===== src/rtl/adc_ad7476_pkg.sv =====
// Shared types and constants for the AD7476 capture front end.
// Frame layout: 4 leading zeros followed by a 12-bit conversion result, MSB first.
package adc_ad7476_pkg;

    typedef enum logic [2:0] {
        IDLE,
        CONV,
        PUSH_LO,
        PUSH_HI,
        QUIET
    } state_t;

    localparam int FRAME_BITS = 16;
    localparam int LEAD_ZEROS = 4;
    localparam int DATA_BITS  = 12;

    // One full frame of SCLK plus the quiet time and the push/return overhead.
    function automatic int min_sample_period(input int sclk_div, input int cs_quiet);
        return 2 * FRAME_BITS * sclk_div + cs_quiet + 3;
    endfunction

endpackage


===== src/rtl/adc_ad7476_sclk_gen.sv =====
// SCLK generator for one AD7476 frame: half-period divider plus rising-edge counter.
// SCLK idles high and runs only while 'run' is asserted.
module adc_ad7476_sclk_gen
    import adc_ad7476_pkg::*;
#(
    parameter int SCLK_DIV = 2
) (
    input  logic clk,
    input  logic rst,
    input  logic run,
    output logic sclk,
    output logic rise_strobe,
    output logic frame_done
);

    localparam int DW = (SCLK_DIV > 1) ? $clog2(SCLK_DIV) : 1;
    localparam logic [DW-1:0] DIV_LAST = DW'(SCLK_DIV - 1);
    localparam int RW = $clog2(FRAME_BITS + 1);
    localparam logic [RW-1:0] RISE_LAST = RW'(FRAME_BITS);

    logic [DW-1:0] div_cnt;
    logic [RW-1:0] rise_cnt;

    assign frame_done  = run && (rise_cnt == RISE_LAST);
    // Asserted in the cycle whose closing edge drives SCLK high.
    assign rise_strobe = run && (div_cnt == DIV_LAST) && !sclk;

    always_ff @(posedge clk or posedge rst) begin
        if (rst) begin
            div_cnt  <= '0;
            sclk     <= 1'b1;
            rise_cnt <= '0;
        end else if (!run) begin
            div_cnt  <= '0;
            sclk     <= 1'b1;
            rise_cnt <= '0;
        end else if (!frame_done) begin
            if (div_cnt == DIV_LAST) begin
                div_cnt <= '0;
                sclk    <= ~sclk;
                if (!sclk) begin
                    rise_cnt <= rise_cnt + 1'b1;
                end
            end else begin
                div_cnt <= div_cnt + 1'b1;
            end
        end
    end

endmodule


===== src/rtl/adc_ad7476_capture.sv =====
// AD7476 capture: paces conversions, shifts in 16-bit frames and pushes the
// 12-bit result into the sample FIFO as two bytes, low byte first.
module adc_ad7476_capture
    import adc_ad7476_pkg::*;
#(
    parameter int SCLK_DIV      = 2,
    parameter int SAMPLE_PERIOD = 1000,
    parameter int CS_QUIET      = 4,
    parameter int CNT_W         = 16
) (
    input  logic             Clk,
    input  logic             Rst,
    input  logic             Enable,
    input  logic             ADC_SDATA,
    output logic             ADC_SCLK,
    output logic             ADC_CSn,
    input  logic             Almost_Full,
    output logic             Fifo_Push,
    output logic [7:0]       Fifo_Din,
    output logic             Busy,
    output logic             Overrun,
    output logic             Frame_Err,
    input  logic             Err_Clr,
    output logic [CNT_W-1:0] Sample_Count
);

    localparam int PW = $clog2(SAMPLE_PERIOD + 1);
    localparam logic [PW-1:0] PERIOD_LOAD = PW'(SAMPLE_PERIOD - 1);
    localparam int QW = $clog2(CS_QUIET + 1) + 1;
    localparam logic [QW-1:0] QUIET_MAX  = QW'(CS_QUIET);
    localparam logic [QW-1:0] QUIET_EXIT = QW'((CS_QUIET > 1) ? CS_QUIET - 1 : 0);

    generate
        if (SCLK_DIV < 1 || SAMPLE_PERIOD < min_sample_period(SCLK_DIV, CS_QUIET)) begin : g_bad_params
            $error("adc_ad7476_capture: SAMPLE_PERIOD too short for SCLK_DIV/CS_QUIET");
        end
    endgenerate

    state_t                state;
    logic [PW-1:0]         period_cnt;
    logic [QW-1:0]         quiet_cnt;
    logic [FRAME_BITS-1:0] frame;
    logic                  run;
    logic                  sclk_rise;
    logic                  frame_done;
    logic                  start;
    logic                  lead_err;

    assign run      = (state == CONV);
    assign start    = (state == IDLE) && Enable && (period_cnt == '0);
    assign lead_err = (frame[FRAME_BITS-1 -: LEAD_ZEROS] != '0);

    adc_ad7476_sclk_gen #(
        .SCLK_DIV(SCLK_DIV)
    ) u_sclk_gen (
        .clk        (Clk),
        .rst        (Rst),
        .run        (run),
        .sclk       (ADC_SCLK),
        .rise_strobe(sclk_rise),
        .frame_done (frame_done)
    );

    // SDATA is timed by our own SCLK, so it is sampled without a synchronizer.
    always_ff @(posedge Clk) begin
        if (sclk_rise) begin
            frame <= {frame[FRAME_BITS-2:0], ADC_SDATA};
        end
    end

    always_ff @(posedge Clk or posedge Rst) begin
        if (Rst) begin
            state        <= IDLE;
            ADC_CSn      <= 1'b1;
            Fifo_Push    <= 1'b0;
            Fifo_Din     <= '0;
            Busy         <= 1'b0;
            Overrun      <= 1'b0;
            Frame_Err    <= 1'b0;
            Sample_Count <= '0;
            period_cnt   <= '0;
            quiet_cnt    <= '0;
        end else begin
            Fifo_Push <= 1'b0;

            if (start) begin
                period_cnt <= PERIOD_LOAD;
            end else if (!Enable) begin
                period_cnt <= '0;
            end else if (period_cnt != '0) begin
                period_cnt <= period_cnt - 1'b1;
            end

            if (quiet_cnt != QUIET_MAX) begin
                quiet_cnt <= quiet_cnt + 1'b1;
            end

            // Set events below are assigned later, so they win over a coincident clear.
            if (Err_Clr) begin
                Overrun   <= 1'b0;
                Frame_Err <= 1'b0;
            end

            case (state)
                IDLE: begin
                    if (start) begin
                        state   <= CONV;
                        ADC_CSn <= 1'b0;
                        Busy    <= 1'b1;
                    end
                end
                CONV: begin
                    if (frame_done) begin
                        ADC_CSn   <= 1'b1;
                        quiet_cnt <= QW'(1);
                        if (lead_err) begin
                            Frame_Err <= 1'b1;
                        end
                        if (Almost_Full) begin
                            Overrun <= 1'b1;
                            Busy    <= 1'b0;
                            state   <= QUIET;
                        end else begin
                            Fifo_Push <= 1'b1;
                            Fifo_Din  <= frame[7:0];
                            state     <= PUSH_LO;
                        end
                    end
                end
                PUSH_LO: begin
                    Fifo_Push    <= 1'b1;
                    Fifo_Din     <= {4'b0000, frame[DATA_BITS-1:8]};
                    Sample_Count <= Sample_Count + 1'b1;
                    state        <= PUSH_HI;
                end
                PUSH_HI: begin
                    Busy  <= 1'b0;
                    state <= QUIET;
                end
                QUIET: begin
                    if (quiet_cnt >= QUIET_EXIT) begin
                        state <= IDLE;
                    end
                end
                default: begin
                    state <= IDLE;
                end
            endcase
        end
    end

endmodule


===== config.mk =====
export PLATFORM = sky130hd
export DESIGN_NAME = adc_ad7476_capture
export DESIGN_NICKNAME = d
export VERILOG_FILES = /design/src/rtl/adc_ad7476_pkg.sv /design/src/rtl/adc_ad7476_sclk_gen.sv /design/src/rtl/adc_ad7476_capture.sv
export SDC_FILE = /design/constraint.sdc
export NUM_CORES = 1
export LEC_CHECK = 0
export CELL_PAD_IN_SITES_DETAIL_PLACEMENT = 1
export CELL_PAD_IN_SITES_GLOBAL_PLACEMENT = 1
export CORE_MARGIN = 8
export CORE_UTILIZATION = 48
export DETAILED_ROUTE_END_ITERATION = 8
export PLACE_DENSITY_LB_ADDON = 0.25
export SLEW_MARGIN = 40
export SYNTH_ARGS = -nofsm -noshare
export SYNTH_HDL_FRONTEND = slang
export SYNTH_SLANG_ARGS = --single-unit

===== constraint.sdc =====
create_clock -name Clk -period 7.07 [get_ports Clk]
set_clock_uncertainty 0.15 [all_clocks]
set_input_delay 1.0605 -clock Clk [delete_from_list [all_inputs] [get_ports Clk]]
set_output_delay 1.0605 -clock Clk [all_outputs]
set_load 0.005 [all_outputs]

Word-level counts from Yosys, hierarchy flattened
Index checks and enable logic that the tools add are counted.
- word-level logic and storage cells: 97
- input port bits: 6
- bits in registers: 69
- mux-type cells: 42
- bitwise gates (word level): 1
- $add $sub $neg: 5
- equal/unequal tests: 15
- reduce and logical (&&, ||, !) cells: 19
- $lt $le $gt $ge: 1
- operator list (operator ; number):
    two-way mux 10 bit ; 3
    two-way mux 1 bit ; 21
    two-way mux 5 bit ; 4
    adder 16 x 1 -> 16 bit, second input constant ; 1
    two-way mux 8 bit ; 2
    != test 2 bit, second input constant ; 8
    one-hot mux 8 bit (2 select lines) ; 1
    one-hot mux 3 bit (5 select lines) ; 1
    two-way mux 3 bit ; 4
    two-way mux 4 bit ; 3
    AND reduction 3 bit ; 4
    logical NOT 10 bit ; 1
    nonzero test 10 bit ; 1
    subtractor 10 x 1 -> 10 bit, second input constant ; 1
    equality test 3 x 2 -> 1 bit, second input constant ; 2
    adder 5 x 1 -> 5 bit, second input constant ; 1
    equality test 5 bit, second input constant ; 1
    logical AND 1 bit ; 5
    adder 4 x 1 -> 4 bit, second input constant ; 1
    greater-or-equal comparator 4 x 2 -> 1 bit, second input constant ; 1
    != test 4 x 3 -> 1 bit, second input constant ; 1
    one-hot mux 1 bit (2 select lines) ; 2
    AND reduction 4 bit ; 1
    nonzero test 2 bit ; 2
    other kinds (11) ; 11

Depth between registers and ports, before layout
- depth in word-level cells: 5
- gate-level depth with buffers: 8
- depth with buffers taken out: 6

Modules after synthesis
From an unflattened synthesis, not the netlist that was laid out.
- cells, all modules: 272
- area, all modules: 3051.7 um2
- modules (own cells, without submodules) (module ; instances ; cells each ; area each (um2) ; sequential area each (um2)):
    adc_ad7476_capture ; 1 ; 230 ; 2655.0 ; 1632.8
    adc_ad7476_sclk_gen ; 1 ; 42 ; 396.6 ; 176.4

Least setup slack after synthesis
OpenSTA, ideal clock, no wires.
- path kind: reg2reg
- start point: register state[2]
- end point: register frame[0], enable pin
- stages on the path, launching flop included: 4
- setup time: 0.388 ns
- path buffers: 1
- data arrival time: 1.785 ns
- setup slack: 4.747 ns
- cell sequence: dfrtp_1 or3b_1 clkbuf_1 nor2_1
- longest elaborated chain between the ends: 3
- RTL lines (element ; line ; source):
    from (decl) ; adc_ad7476_capture.sv:39 ; state_t state;
    from (signal assigned) ; adc_ad7476_capture.sv:73 ; state <= IDLE;
    from (signal assigned) ; adc_ad7476_capture.sv:107 ; state <= CONV;
    from (signal assigned) ; adc_ad7476_capture.sv:122 ; state <= QUIET;
    equality test 3 x 1 -> 1 bit ; adc_ad7476_capture.sv:49 ; assign run = (state == CONV);
    logical AND 1 bit (2 in a row) ; adc_ad7476_sclk_gen.sv:26 ; assign rise_strobe = run && (div_cnt == DIV_LAST) && !sclk;
    named net sclk_rise ; adc_ad7476_capture.sv:44 ; logic sclk_rise;
    to (signal assigned) ; adc_ad7476_capture.sv:67 ; frame <= {frame[FRAME_BITS-2:0], ADC_SDATA};
    to (decl) ; adc_ad7476_capture.sv:42 ; logic [FRAME_BITS-1:0] frame;
The timed path passes the listed nets, and every way through them passes these cells.
A chain may end at the register's enable or synchronous reset.

Worst setup path after layout
- start point: register u_sclk_gen.sclk
- end point: output ADC_SCLK
- RTL lines (element ; line ; source):
    from (decl) ; adc_ad7476_sclk_gen.sv:11 ; output logic sclk,
    from (signal assigned) ; adc_ad7476_sclk_gen.sv:40 ; sclk <= ~sclk;
    to (decl) ; adc_ad7476_capture.sv:15 ; output logic ADC_SCLK,
No word-level cell between the ends.

==> impl_metrics.json <==
{
  "post_synth_instance_area_sq_um": 3090,
  "gp_congestion": 0.748,
  "synth_common_cells": "dfrtp_1, nand2_1, o21ai_0",
  "setup_viol": 0,
  "yosys.area.top_type": "dfrtp_1",
  "drc": 0,
  "coreArea_sq_um": 6280,
  "crit_type": "flop to primary output",
  "syn-num-nets": 285,
  "grt_pass1_vias": 2303,
  "syn_inst": 272,
  "die_area_sq_um": 9270,
  "r2r_cells": 6,
  "cts_hold_buf": 0,
  "synthFlopType": "dfrtp_1",
  "cp_num_buf_inv": 1,
  "ys_warn_count": 0,
  "cts_tree": "done",
  "yosys-top-cells-area": "dfrtp_1, edfxtp_1, nand2_1",
  "r2r-end": "Fifo_Din[2]$_DFFE_PP0P_",
  "cap_violations": 0,
  "critPathCapture": "ADC_SCLK",
  "min_path_cells": 0,
  "cpPeakStageDelay_ps": 560,
  "initialDrtViolationCount": 55,
  "final_antenna_net_count": 0,
  "synth_top_area_frac": 0.413,
  "floorplan.initialDensity": 0.493,
  "path_cells": "clkdlybuf4s50_1",
  "std_cell_rows": 29,
  "relSlewSlack": 0.553,
  "async_flop_share": 0.768,
  "layout-drive-gt1-share": 0.0943,
  "worstPathMaxFanout": 4,
  "post_cts_resized": 0,
  "grt_pass1_wl_mm": 11.2,
  "antenna_cells": 0,
  "startpoint": "u_sclk_gen.sclk$_DFFE_PP1P_",
  "hp-start": "frame[10]$_DFFE_PP_",
  "clkSlewWorstSetupHoldPaths_ps": 80,
  "postCtsSetupBuffers": 0,
  "startpoint_type": "flop",
  "portBuffers": 35,
  "die_h_microns": 96.3,
  "vias": 2219,
  "ctsHtreeMaxLevel": 3,
  "io_pins": 36,
  "synth_seq_cells": 69,
  "grt_overflow": 0,
  "timing.fmax_ghz": 0.382,
  "worstPathArrival_ps": 1410,
  "numCtsBuffers": 9,
  "syn2layout_area_growth_pct": 20.0,
  "period_minus_slack_ps": 2620,
  "finalCritPeriodShare": 0.370,
  "cts_num_sinks": 69,
  "routed_via_density": 5.62,
  "critical-path-top-delay-family": "flip-flops",
  "endpoint_kind": "primary output",
  "grt_antenna_before_repair": 0,
  "cp.depth": 1,
  "leakagePower_nw": 1.57,
  "tightest_slew_ps": 671,
  "hold_viol": 0,
  "pwr_density_cell_nw_per_um2": 309,
  "worst_slack_ps": 4450,
  "synth.most_common_cell": "dfrtp_1",
  "dp.final_hpwl_mm": 4.52,
  "nets": 326,
  "ir_drop_v": 0.000179,
  "die_width_microns": 96.3,
  "worstReg2RegStart": "u_sclk_gen.rise_cnt[0]$_DFFE_PP0P_",
  "grt_max_degree": 54,
  "synth_edf_count": 16,
  "postSynthAreaPerCell_sq_um": 11.4,
  "drtPass1Iterations": 4,
  "tns_ps": 0,
  "clkLatencyLatePin_ps": 350,
  "r2r_slack_ps": 4700,
  "synth_cell_types": 51,
  "grt_util_all_layers": 0.159,
  "root_buffer": "clkbuf_8",
  "preCtsSetupSlack_ps": 4310,
  "crit_slowest_cell": "dfstp_2",
  "slew_viol_final": 0,
  "status": "finished, final reports clean",
  "cp.required_ps": 5860,
  "hold_path.class": "flop to flop",
  "post_drt_wl_per_cell_microns": 16.7,
  "clockBufferDepth": 2,
  "fin_util": 0.591,
  "finalWirelength_mm": 6.59,
  "rsz0062_at_grt": "false",
  "hold_ws_ps": 313,
  "yosysSeqAreaShare": 0.585
}
## metal layers
| metal | global-route usage | part of all wire | up-vias |
|---|---|---|---|
| met5 | 0 | 0 | - |
| met4 | 0.0755 | 0.017 | 0 |
| met3 | 0.0468 | 0.047 | 10 |
| met2 | 0.258 | 0.50 | 46 |
| met1 | 0.188 | 0.44 | 1114 |
| li1 | - | - | 1049 |
## kinds of logic (layout without fill, tap and decap cells)
logic type | after synthesis | after routing | share of synthesized area
xor gates and xnor gates | 21 | 21 | 0.0595
and+or+nand+nor | 112 | 112 | 0.210
DFF | 69 | 69 | 0.585
muxes | 4 | 4 | 0.0130
buffers and inverters | 19 | 65 | 0.0259
adders and majority gates | 7 | 7 | 0.0283
AOI/OAI and AO/OA | 40 | 40 | 0.0781
## worst min path at each step
stage	end	slack, ps
2_1_floorplan	frame[1]$_DFFE_PP_	280
3_3_place_gp	frame[11]$_DFFE_PP_	280
3_5_place_dp	frame[14]$_DFFE_PP_	290
4_1_cts	frame[11]$_DFFE_PP_	320
5_1_grt	frame[7]$_DFFE_PP_	330
6_report	frame[11]$_DFFE_PP_	310
## area by class of cell
class / count / area [sq um]
Sequential cell: 69 / 1810
Tap cell: 77 / 96.3
Fill cell: 668 / 2570
Timing Repair Buffer: 38 / 373
Inverter: 11 / 41.3
Multi-Input combinational cell: 184 / 1200
Clock inverter: 7 / 62.6
Clock buffer: 9 / 124
## worst register-to-register path, delay by kind of cell, from the launching register on
kind / cells / cell delay (ps)
compound gates: 1 / 90
buf+inv: 1 / 80
mux: 1 / 280
flops: 1 / 430
fa+ha+maj: 1 / 170
simple gates: 2 / 1070
## flip-flops by register name, indices dropped and copies added (netlist names), 3 cells and up
name and count:
Sample_Count 16, quiet_cnt 4, period_cnt 10, frame 16, Fifo_Din 8, u_sclk_gen.rise_cnt 5
state 3
## where the power goes
part	internal, mW	switching [mW]
sequential	0.479	0.0665
combinational	0.122	0.175
clock	0.134	0.169
## cell usage in the layout, fill, tap and decap left out, drive strengths merged, types with 2 or more instances in the layout
master         count
clkdlybuf4s50     35
inv               15
nor2              19
or3                3
xnor2             12
xor2               9
nor3b              2
nand2b             4
dfstp              2
nor4               5
nand4              6
and3               3
or2                3
a21boi             2
nor3               7
mux2i              4
clkbuf             9
nand3b             3
nand3             14
o21ai             20
clkinv             2
or3b               3
ha                 7
buf                3
nand2             29
edfxtp            16
a21oi              6
nor2b              5
dfrtp             51
## through the flow
| step | cells | power, mW | cell area, sq um |
|---|---|---|---|
| detailed placement | 379 | 0.851 | 3520 |
| CTS | 395 | 1.16 | 3710 |
| global route | 395 | 1.22 | 3710 |
| floorplan | 272 | 0.755 | 3090 |
| finish | 395 | 1.15 | 3710 |
| global placement | 379 | 0.832 | 3520 |
Power figures use the tool's default switching activity.
